<file path="src/rtl/adc_capture_pkg.sv">
// Shared types for the triggered ADC capture controller.
// Latency: n/a (types and constants only).
// Backpressure: n/a.
package adc_capture_pkg;

    typedef enum logic [1:0] {
        ST_IDLE    = 2'd0,
        ST_ARMED   = 2'd1,
        ST_CAPTURE = 2'd2,
        ST_DONE    = 2'd3
    } cap_state_t;

    localparam logic [1:0] TRIG_IMM  = 2'd0;
    localparam logic [1:0] TRIG_RISE = 2'd1;
    localparam logic [1:0] TRIG_FALL = 2'd2;
    localparam logic [1:0] TRIG_EXT  = 2'd3;

endpackage

</file>
<file path="src/rtl/adc_trig_detect.sv">
// Trigger detector: immediate, ch1 signed threshold crossing, or external level.
// Latency: combinational trigger on the qualifying sample; previous sample registered.
// Backpressure: none; evaluates only on adc-valid cycles.
module adc_trig_detect
    import adc_capture_pkg::*;
#(
    parameter int DATA_W = 16
) (
    input  logic                     clk,
    input  logic                     reset_n,
    input  logic                     clear,
    input  logic                     enable,
    input  logic [1:0]               mode,
    input  logic                     ext_trig,
    input  logic signed [DATA_W-1:0] threshold,
    input  logic signed [DATA_W-1:0] ch1,
    input  logic                     valid,
    output logic                     trig
);

    logic signed [DATA_W-1:0] prev_ch1;
    logic                     prev_vld;
    logic                     cur_ge;
    logic                     prev_ge;
    logic                     hit;

    // An arm discards history so a crossing can never straddle two captures.
    always_ff @(posedge clk or negedge reset_n) begin
        if (!reset_n) begin
            prev_ch1 <= '0;
            prev_vld <= 1'b0;
        end else if (clear) begin
            prev_vld <= 1'b0;
        end else if (valid) begin
            prev_ch1 <= ch1;
            prev_vld <= 1'b1;
        end
    end

    assign cur_ge  = (ch1 >= threshold);
    assign prev_ge = (prev_ch1 >= threshold);

    always_comb begin
        hit = 1'b0;
        case (mode)
            TRIG_IMM:  hit = 1'b1;
            TRIG_RISE: hit = prev_vld && !prev_ge && cur_ge;
            TRIG_FALL: hit = prev_vld && prev_ge && !cur_ge;
            TRIG_EXT:  hit = ext_trig;
            default:   hit = 1'b0;
        endcase
    end

    assign trig = enable && valid && hit;

endmodule

</file>
<file path="src/rtl/adc_capture_ctrl.sv">
// Triggered capture controller feeding the capture FIFO write port from the ADC interface.
// Latency: one cycle from accepted sample slot to fifo_wr_en/fifo_din.
// Backpressure: prog_full drops the slot (still counted) and sets sticky overflow.
module adc_capture_ctrl
    import adc_capture_pkg::*;
#(
    parameter int LEN_W   = 20,
    parameter int DECIM_W = 8,
    parameter int DATA_W  = 16
) (
    input  logic                clk,
    input  logic                reset_n,
    input  logic                arm,
    input  logic                abort,
    input  logic [1:0]          trig_mode,
    input  logic                ext_trig,
    input  logic [DATA_W-1:0]   threshold,
    input  logic [LEN_W-1:0]    capture_len,
    input  logic [DECIM_W-1:0]  decim,
    input  logic [DATA_W-1:0]   adc_data_1,
    input  logic [DATA_W-1:0]   adc_data_2,
    input  logic                adc_valid,
    input  logic                fifo_prog_full,
    output logic [2*DATA_W-1:0] fifo_din,
    output logic                fifo_wr_en,
    output logic                armed,
    output logic                busy,
    output logic                done,
    output logic                overflow,
    output logic [LEN_W-1:0]    sample_count
);

    cap_state_t         state;
    logic [1:0]         mode_q;
    logic [DATA_W-1:0]  thr_q;
    logic [LEN_W-1:0]   len_q;
    logic [DECIM_W-1:0] decim_q;
    logic [DECIM_W-1:0] dec_cnt;

    logic               arm_ok;
    logic               trig;
    logic               advance;
    logic               take_slot;
    logic               last_slot;
    logic [LEN_W-1:0]   cnt_nxt;
    logic [DECIM_W-1:0] dec_nxt;

    assign arm_ok = arm && !abort && ((state == ST_IDLE) || (state == ST_DONE));

    adc_trig_detect #(
        .DATA_W (DATA_W)
    ) u_trig (
        .clk       (clk),
        .reset_n   (reset_n),
        .clear     (arm_ok),
        .enable    (state == ST_ARMED),
        .mode      (mode_q),
        .ext_trig  (ext_trig),
        .threshold (thr_q),
        .ch1       (adc_data_1),
        .valid     (adc_valid),
        .trig      (trig)
    );

    // The triggering sample is slot 0, so it shares the slot path with capture.
    assign advance   = adc_valid && ((state == ST_CAPTURE) || (trig && (len_q != '0)));
    assign take_slot = advance && (dec_cnt == '0);
    assign cnt_nxt   = sample_count + LEN_W'(1);
    assign last_slot = take_slot && (cnt_nxt == len_q);
    assign dec_nxt   = (dec_cnt == decim_q) ? '0 : dec_cnt + DECIM_W'(1);

    always_ff @(posedge clk or negedge reset_n) begin
        if (!reset_n) begin
            state        <= ST_IDLE;
            mode_q       <= TRIG_IMM;
            thr_q        <= '0;
            len_q        <= '0;
            decim_q      <= '0;
            dec_cnt      <= '0;
            sample_count <= '0;
            fifo_din     <= '0;
            fifo_wr_en   <= 1'b0;
            armed        <= 1'b0;
            busy         <= 1'b0;
            done         <= 1'b0;
            overflow     <= 1'b0;
        end else begin
            fifo_wr_en <= 1'b0;
            if (abort) begin
                state    <= ST_IDLE;
                armed    <= 1'b0;
                busy     <= 1'b0;
                done     <= 1'b0;
                overflow <= 1'b0;
            end else begin
                case (state)
                    ST_IDLE, ST_DONE: begin
                        if (arm) begin
                            mode_q       <= trig_mode;
                            thr_q        <= threshold;
                            len_q        <= capture_len;
                            decim_q      <= decim;
                            dec_cnt      <= '0;
                            sample_count <= '0;
                            overflow     <= 1'b0;
                            state        <= ST_ARMED;
                            armed        <= 1'b1;
                            busy         <= 1'b1;
                            done         <= 1'b0;
                        end
                    end
                    ST_ARMED: begin
                        if (trig) begin
                            armed <= 1'b0;
                            if ((len_q == '0) || last_slot) begin
                                state <= ST_DONE;
                                busy  <= 1'b0;
                                done  <= 1'b1;
                            end else begin
                                state <= ST_CAPTURE;
                            end
                        end
                    end
                    ST_CAPTURE: begin
                        if (last_slot) begin
                            state <= ST_DONE;
                            busy  <= 1'b0;
                            done  <= 1'b1;
                        end
                    end
                    default: begin
                        state <= ST_IDLE;
                        armed <= 1'b0;
                        busy  <= 1'b0;
                        done  <= 1'b0;
                    end
                endcase

                if (advance) begin
                    dec_cnt <= dec_nxt;
                end
                if (take_slot) begin
                    sample_count <= cnt_nxt;
                    if (fifo_prog_full) begin
                        overflow <= 1'b1;
                    end else begin
                        fifo_wr_en <= 1'b1;
                        fifo_din   <= {adc_data_1, adc_data_2};
                    end
                end
            end
        end
    end

endmodule
</file>
<file path="config.mk">
export PLATFORM = sky130hd
export DESIGN_NAME = adc_capture_ctrl
export DESIGN_NICKNAME = d
export VERILOG_FILES = /design/src/rtl/adc_capture_pkg.sv /design/src/rtl/adc_trig_detect.sv /design/src/rtl/adc_capture_ctrl.sv
export SDC_FILE = /design/constraint.sdc
export NUM_CORES = 1
export LEC_CHECK = 0
export CORE_UTILIZATION = 40
export DETAILED_ROUTE_END_ITERATION = 7
export GPL_TIMING_DRIVEN = 0
export PLACE_DENSITY = 0.71
export SLEW_MARGIN = 10
export SYNTH_ARGS = -nofsm -noshare
export SYNTH_HDL_FRONTEND = slang
export SYNTH_HIERARCHICAL = 1
export SYNTH_SLANG_ARGS = --single-unit
</file>
<file path="constraint.sdc">
create_clock -name clk -period 6.85 [get_ports clk]
set_input_delay 2.055 -clock clk [delete_from_list [all_inputs] [get_ports clk]]
set_output_delay 2.055 -clock clk [all_outputs]
set_load 0.1 [all_outputs]
</file>
Word level (Yosys, flattened, before mapping)
Cells that the tools add are included.

storage, ports and cells
  register bits = 130
  input bits = 85
  output and inout port bits = 57
  word-level logic and storage cells = 111

cells by class
  add/sub/neg operators = 2
  order comparisons = 2
  equality and inequality tests = 12
  multiplexer cells = 39
  bitwise operators = 3
  reductions and logical operators = 38

operators by type and width
  cell                     count
  $mux W20                 3
  $ge A16 B16 Y1           2
  $mux W8                  4
  $mux W1                  23
  $add A20 B1 Y20 const B  1
  $eq A20 B20 Y1           1
  $logic_not A20 Y1        1
  $reduce_bool A20 Y1      1
  $reduce_and A3 Y1        6
  $logic_and A1 B1 Y1      12
  $ne A3 B3 Y1 const B     4
  $reduce_bool A2 Y1       5
  $add A8 B1 Y8 const B    1
  $eq A2 B2 Y1 const B     4
  $eq A8 B8 Y1             1
  $logic_not A8 Y1         1
  $mux W2                  4
  $pmux W1 S3              2
  $pmux W2 S3              1
  $eq A2 B1 Y1 const B     2
  $logic_not A2 Y1         2
  $pmux W1 S4              1
  $reduce_and A4 Y1        1
  $logic_not A1 Y1         3
  6 further kinds          10

Longest topological paths before layout
Gate-level depths: netlist of the first run.

  word-level depth = 16
  gate-level depth with buffers = 18
  mapped depth without buffers = 17

By module
The synthesis of the first run kept the hierarchy.

by module, submodules not included
  module            instances  cells each  area an instance (um^2)  seq. area each (um^2)
  adc_capture_ctrl  1          566         5441.5                   2827.7
  adc_trig_detect   1          144         1437.6                   425.4

Least setup slack after synthesis of the first run
No wires, ideal clock.

  path type = input-to-reg
  from = input adc_data_1[15]
  to = register sample_count[8]
  setup time = 0.166 ns
  arrival time = 5.088 ns
  data required time = 6.684 ns
  slack = 1.596 ns
  stages on the path = 17
  buffers on the path = 2
  path through = ha_1 > nand4_1 > nor3_1 > a21boi_0 > or4_1 > mux2i_1 > and4b_1 > o311a_1 > o21ai_0 > nor3_1 > o31a_1 > nand2b_1 > clkbuf_1 > clkbuf_1 > nor2_1 > o21ai_0 > o41ai_1

between the ends
  cells in the longest elaborated chain, start to end = 11
  elaborated cells between the ends (all ways) = 14
  those cells by class = order compare (1); mux (2); reduce/logical (11)

ends and longest elaborated chain
  item                          line                     source
  start: declaration            adc_capture_ctrl.sv:20   input logic [DATA_W-1:0] adc_data_1,
  $ge A16 B16 Y1 (*)            adc_trig_detect.sv:40    assign cur_ge = (ch1 >= threshold);
  $logic_not A1 Y1              adc_trig_detect.sv:48    TRIG_FALL: hit = prev_vld && prev_ge && !cur_ge;
  $logic_and A1 B1 Y1           adc_trig_detect.sv:48
  $pmux W1 S4 (*)               adc_trig_detect.sv:45    case (mode)
  $logic_and A1 B1 Y1 (*)       adc_trig_detect.sv:54    assign trig = enable && valid && hit;
  net trig                      adc_capture_ctrl.sv:41   logic trig;
  $logic_and A1 B1 Y1 (*)       adc_capture_ctrl.sv:66   assign advance = adc_valid && ((state == ST_CAPTURE) || (trig && (len_q != '0)));
  $logic_or A1 B1 Y1 (*)        adc_capture_ctrl.sv:66
  $logic_and A1 B1 Y1 (*)       adc_capture_ctrl.sv:66
  $logic_and A1 B1 Y1 (*)       adc_capture_ctrl.sv:67   assign take_slot = advance && (dec_cnt == '0);
  $reduce_bool A2 Y1 (no line)  --
  $reduce_and A3 Y1 (no line)   --
  end signal: assignment        adc_capture_ctrl.sv:143  sample_count <= cnt_nxt;
  end: declaration              adc_capture_ctrl.sv:30   output logic [LEN_W-1:0] sample_count

Mark *: on every way through the listed nets, which the timed path passes. The rest lies on a longest branch.
A chain may end at the register's enable or synchronous reset.

Worst setup path in the final report of the first run
  from = input adc_data_1[15]
  to = register fifo_din[21]

between the ends
  cells in the longest elaborated chain, start to end = 10
  elaborated cells between the ends (all ways) = 11
  those cells by class = order compare (1); mux (1); reduce/logical (9)

ends and longest elaborated chain
  item                             line                     source
  $ge A16 B16 Y1 (*)               adc_trig_detect.sv:40
  $logic_not A1 Y1                 adc_trig_detect.sv:48
  $logic_and A1 B1 Y1              adc_trig_detect.sv:48
  $pmux W1 S4 (*)                  adc_trig_detect.sv:45
  $logic_and A1 B1 Y1 (*)          adc_trig_detect.sv:54
  net trig                         adc_capture_ctrl.sv:41
  $logic_and A1 B1 Y1 (*)          adc_capture_ctrl.sv:66
  $logic_or A1 B1 Y1 (*)           adc_capture_ctrl.sv:66
  $logic_and A1 B1 Y1 (*)          adc_capture_ctrl.sv:66
  $logic_and A1 B1 Y1 (*)          adc_capture_ctrl.sv:67
  $reduce_and A3 Y1 (no line) (*)  --
  end signal: assignment           adc_capture_ctrl.sv:148  fifo_din <= {adc_data_1, adc_data_2};
  end: declaration                 adc_capture_ctrl.sv:24   output logic [2*DATA_W-1:0] fifo_din,

Marked as above.

==> results.cfg, run 1 <==
[outcome]
status = complete, no violations

[global_route]
gr-total-overflow = 0
grt_max_degree = 74
antenna_found_initial = 0
grt_use_total_pct = 20.9
grt_pass1_vias = 5789
grt_pass1_wl_um = 28800

[critical_path]
start_kind = input pin
crit_slowest_cell = nor2_1
cp_common_cell = nor3_1
end_kind = register
timing.rr.start = thr_q[15]
cp_num_buf_inv = 2
critPathArrivalTime_ns = 6.68
reg2reg_depth = 16
crit_required_ns = 7.15
path_delay_family = simple AND/OR/NAND/NOR gates
cpPeakStageDelay_ns = 0.59
cp_num_cells = 16
worstSetupPathType = in -> reg
crit_start = adc_data_1[15]
cp_max_fo = 10
crit_chain = clkdlybuf4s50_1 -> ha_1 -> nand4_1 -> nor3_1 -> a21boi_0 -> or4_1 -> mux2i_1 -> and4b_1 -> o311a_1 -> o21ai_0 -> nor3_1 -> o31a_1 -> nand2b_1 -> nor2_1 -> buf_2 -> mux2_2

[synth]
synth_flop_cell = dfrtp_1
synth-async-reset-ratio_pct = 100
yosys-top-cells-area = dfrtp_1, nand2_1, mux2_2, ha_1, xnor2_1
yosys.area.top_type_share_pct = 47.3
syn_area_mm2 = 0.00688
yosysSeqAreaShare_pct = 47.3
synth_edf_count = 0
synth_cells = 710
syn-num-nets = 832
syn-mean-instance-area_um2 = 9.69
synthDistinctLibCells = 59
synth_area_leader_cell = dfrtp_1
yosysMostFrequentCell = nand2_1
ys_top_cells_by_count = nand2_1, dfrtp_1, mux2_2, o21ai_0, ha_1
synth-seq-cells = 130
yosysWarnings = 6

[floorplanning]
die_height_um = 133
die_area_mm2 = 0.0177
start_util_pct = 41.2
core_area_mm2 = 0.0167
io_pins = 142
die_x_um = 133
rows = 47

[timing]
min_period_ns = 6.38
postLayoutSetupSlackWorst_ns = 0.470
final_hold_viol_count = 0
tns_ns = 0
finalMaxSlewViolations = 0
rsz0062_at_grt = no
finClkSkew_ns = 0.0118
setup_viol = 0
fin_crit_sh_pct = 93.1
fmax_ghz = 0.157
max_slew_margin_pct = 33.3
worstMarginPinSlew_ns = 0.998

[power_and_ir_drop]
fin_total_pwr_mw = 4.02
p_per_area_mw_per_mm2 = 435
p_leak_nw = 4.12
peakVddDrop_mv = 0.239

[clock_tree]
cts_tree = yes
clockBufferDepth = 2
numCtsBuffers = 17
cts_hold_buf = 0
clk_latency_ns = 0.42
post_cts_buffers = 0
htree_num_levels = 4
cts_root_buf = clkbuf_16
cts_resized = 0
cts.sinks = 130
path_clk_slew_ns = 0.06

[job]
cap_violations = 0

[final_layout]
fin_util_pct = 55.4
final_nets = 993
fin_cells = 1104
syn_to_final_growth_pct = 34.4
layout-drive-gt1-share_pct = 11.2
diodes = 0

[hold_path]
worstHoldStart = thr_q[7]
hold_path_class = reg -> reg
hold_depth = 2

[routing]
firstDrtPassIters = 5
postRouteWirelength_um = 17400
drt-initial-drc-count = 369
drc = 0
ant_nets = 0
vias = 5709
vias_per_cell = 5.17
detail_route.wl_per_cell_um = 15.8

[placed_design]
port_buffers = 141
pre_cts_ws_ns = 0.0414
routabilityCongestion = 0.927
dp_hpwl_um = 12700
dp_cells = 1072
[placed cells by master (no fill, tap or decap), drive strengths merged, types with 3 or more instances in the layout]
cell           instances
mux2                  47
buf                   14
nor2                  32
mux2i                  5
o31ai                 10
a21oi                 17
inv                   29
or2                    5
nand2                163
a21o                   6
bufinv                 5
nand3                 20
and3                   6
xnor2                 28
nor4                  10
clkinv                 3
nand4                 10
and4                   3
xor2                  11
ha                    37
o41ai                  3
clkbuf                40
nor2b                  5
dfrtp                130
o21ai                 43
nand2b                13
or3                    3
o211ai                 4
clkdlybuf4s50        140
nor3                   9
[sequential cells by signal (all words and copies together), names as in the netlist, 2 cells and up]
signal	count
sample_count	20
dec_cnt	8
u_trig/prev_ch1	16
fifo_din	32
decim_q	8
len_q	20
mode_q	2
state	2
thr_q	16
[routing by layer]
layer / GRT usage (%) / vias to the layer above / wire (µm)
met5: 0 / - / 0
met4: 7.64 / 0 / 311
met3: 5.25 / 26 / 942
met2: 35.3 / 161 / 8450
met1: 25.9 / 2745 / 7700
li1: - / 2777 / -
[where the power goes]
group	total [mW]	internal (mW)	switching [mW]
Clock	1.01	0.674	0.338
Combinational	1.82	0.609	1.21
Sequential	1.19	1.02	0.175
Total	4.02	2.30	1.72
[stage by stage]
stage          area, µm²  hold slack, ns
6_report            9250           0.470
5_1_grt             9250           0.503
4_1_cts             9250           0.478
3_5_place_dp        8590           0.464
3_3_place_gp        8570           0.460
2_1_floorplan       6880           0.446
[tightest hold or removal path, cell delays in order (launching register included)]
cell and delay [ns]:
dfrtp_1 0.34, nand2_1 0.05, nand2_1 0.05
[worst paths after layout]
| check | end | slack [ns] |
|---|---|---|
| worst max-delay path | fifo_din[21] | 0.47 |
| worst min-delay path | thr_q[7] | 0.47 |
| worst max register to register | fifo_din[21] | 2.16 |
| worst min register to register | thr_q[7] | 0.47 |
| max in group asynchronous | fifo_din[22] | 4.50 |
| min in group asynchronous | decim_q[6] | 1.60 |
[kinds of logic after synthesis]
| kind of cell | Yosys count | synth area share [%] |
|---|---|---|
| AO/OA/AOI/OAI | 105 | 9.77 |
| XOR/XNOR | 39 | 4.97 |
| adder cells (fa/ha/maj) | 37 | 6.73 |
| buffers and inverters | 58 | 3.31 |
| flip-flops | 130 | 47.3 |
| multiplexers | 52 | 8.42 |
| AND/OR/NAND/NOR | 289 | 19.5 |
[layout make-up]
| class | count | area, µm² |
|---|---|---|
| clock inverters | 9 | 176 |
| plain buffers | 29 | 119 |
| fillers | 1499 | 7450 |
| inverters | 29 | 109 |
| clock buffers | 23 | 478 |
| well taps | 220 | 275 |
| multi-input cells | 522 | 3400 |
| repair buffers | 142 | 1440 |
| flip-flops and latches | 130 | 3250 |
Note: power is estimated with default switching activity, not from simulation.
==> inputs of run 2 (changes only) <==
--- a/config.mk
+++ b/config.mk
@@ -9,6 +9,7 @@
 export DETAILED_ROUTE_END_ITERATION = 7
 export GPL_TIMING_DRIVEN = 0
 export PLACE_DENSITY = 0.71
+export REMOVE_ABC_BUFFERS = 1
 export SLEW_MARGIN = 10
 export SYNTH_ARGS = -nofsm -noshare
 export SYNTH_HDL_FRONTEND = slang
==> results.cfg, run 2 (synthesis results as in run 1) <==
[critical_path]
crit_required_ns = 7.16
cp_max_fo = 40
critPathArrivalTime_ns = 6.70
end_kind = register
worstSetupPathType = in -> reg
start_kind = input pin

[power_and_ir_drop]
sw_frac_of_total_pct = 45.3
p_int_mw = 2.14
combPwrFrac_pct = 46.5
p_per_area_mw_per_mm2 = 429
power_frac_seq_pct = 30.4
power.share.clock_pct = 23.2
p_leak_nw = 4.04
peakVddDrop_mv = 0.393
p_switching_mw = 1.78

[clock_tree]
post_cts_buffers = 0
clockBufferDepth = 2
htree_num_levels = 4
clk_latency_ns = 0.42
cts_resized = 0
numCtsBuffers = 17
cts_tree = yes
cts_hold_buf = 0
cts.sinks = 130
path_clk_slew_ns = 0.07
cts_root_buf = clkbuf_16

[placed_design]
routabilityCongestion = 0.850
dp_hpwl_um = 11600
place_area_mm2 = 0.00854
port_buffers = 141

[outcome]
status = complete, no violations

[final_layout]
largest_register = fifo_din
syn_to_final_growth_pct = 32.8
diodes = 0
design_area_mm2 = 0.00913
largest_register_ffs = 32
final_cell_mix = nand2_1, clkdlybuf4s50_1, dfrtp_1, mux2_2, o21ai_0
layout-drive-gt1-share_pct = 11.8
final_common_cell = nand2_1
final_nets = 967
fin_util_pct = 54.7
top_regs = fifo_din: 32 flops, len_q: 20 flops, sample_count: 20 flops

[global_route]
grt_max_degree = 77
antenna_found_initial = 0
gr-total-overflow = 0
grt_pass1_wl_um = 27700
grt_pass1_vias = 5582
grt_use_total_pct = 19.9

[routing]
postRouteWirelength_um = 16600
firstDrtPassIters = 5
vias = 5480
ant_nets = 0
drt-initial-drc-count = 408
drc = 0
detail_route.wl_per_cell_um = 15.4
vias_per_cell = 5.08

[timing]
fmax_ghz = 0.156
tns_ns = 0
fin_crit_sh_pct = 93.3
max_slew_margin_pct = 22.4
finalMaxSlewViolations = 0
finClkSkew_ns = 0.0119
worstMarginPinSlew_ns = 1.16
rsz0062_at_grt = no
final_hold_viol_count = 0
setup_viol = 0
min_period_ns = 6.39

[floorplanning]
start_util_pct = 41.2
die_area_mm2 = 0.0177
die_height_um = 133
rows = 47
io_pins = 142
die_x_um = 133
core_area_mm2 = 0.0167

[job]
cap_violations = 0

[hold_path]
hold_path_class = reg -> reg
==> run 2: cell count changes in the layout (fill, tap and decap cells not counted), sizes merged <==
cell | before | now
clkbuf | 40 | 17
buf | 14 | 5
inv | 29 | 38
bufinv | 5 | 1
clkinvlp | 1 | 3
clkinv | 3 | 2
==> run 2: cell type report <==
type	instances	area, µm²
fillers	1509	7570
clock inverters	15	164
inverters	29	109
multi-input cells	522	3410
clock buffers	17	425
well taps	220	275
flip-flops and latches	130	3250
repair buffers	145	1500
==> run 2: routing by layer <==
metal / global-route usage (%) / vias up / part of all wire, %
li1: - / 2718 / -
met1: 26.3 / 2626 / 47
met2: 31.8 / 120 / 46
met3: 5.33 / 16 / 5.5
met4: 6.57 / 0 / 1.3
met5: 0 / - / 0
==> run 2: path summary, 6_finish.rpt <==
check	start	endpoint	slack, ns	depth (start not counted)
worst min register to register	thr_q[7]	thr_q[7]	0.47	2
worst min-delay path	thr_q[7]	thr_q[7]	0.47	2
worst max-delay path	adc_data_1[15]	fifo_din[22]	0.46	16
min in group asynchronous	reset_n	thr_q[0]	1.60	1
max in group asynchronous	reset_n	u_trig/prev_ch1[3]	4.50	2
worst max register to register	thr_q[15]	fifo_din[22]	2.14	15
==> run 2: stage by stage <==
| stage | hold WS, ns | power, mW | instances | setup WS [ns] |
|---|---|---|---|---|
| finish | 0.475 | 3.92 | 1078 | 0.458 |
| global route | 0.496 | 4.16 | 1078 | 0.0583 |
| CTS | 0.480 | 3.95 | 1078 | 0.473 |
| detailed placement | 0.463 | 3.02 | 1046 | 0.0507 |
| global placement | 0.461 | 2.98 | 1042 | -2.21 |
| floorplan | 0.446 | 2.53 | 681 | 0.0760 |
==> run 2: power by group through the flow <==
| stage | Sequential, mW | Combinational [mW] | Clock [mW] |
|---|---|---|---|
| after global routing | 1.23 | 1.97 | 0.963 |
| final | 1.19 | 1.82 | 0.908 |
| after detailed placement | 1.20 | 1.82 | 0 |
| after global placement | 1.19 | 1.78 | 0 |
| after CTS | 1.19 | 1.83 | 0.929 |
| after floorplan | 1.79 | 0.740 | 0 |
==> run 2: worst max-delay path: stages <==
cell and delay (ns):
clkdlybuf4s50_1 0.45, ha_1 0.34, nand4_1 0.18, nor3_1 0.39, a21boi_0 0.27, or4_1 0.16
mux2i_1 0.22, and4b_1 0.21, o311a_1 0.24, o21ai_0 0.15, nor3_1 0.17, o31a_1 0.27
nand2b_2 0.45, nor2_4 0.50, buf_12 0.24, mux2_2 0.36
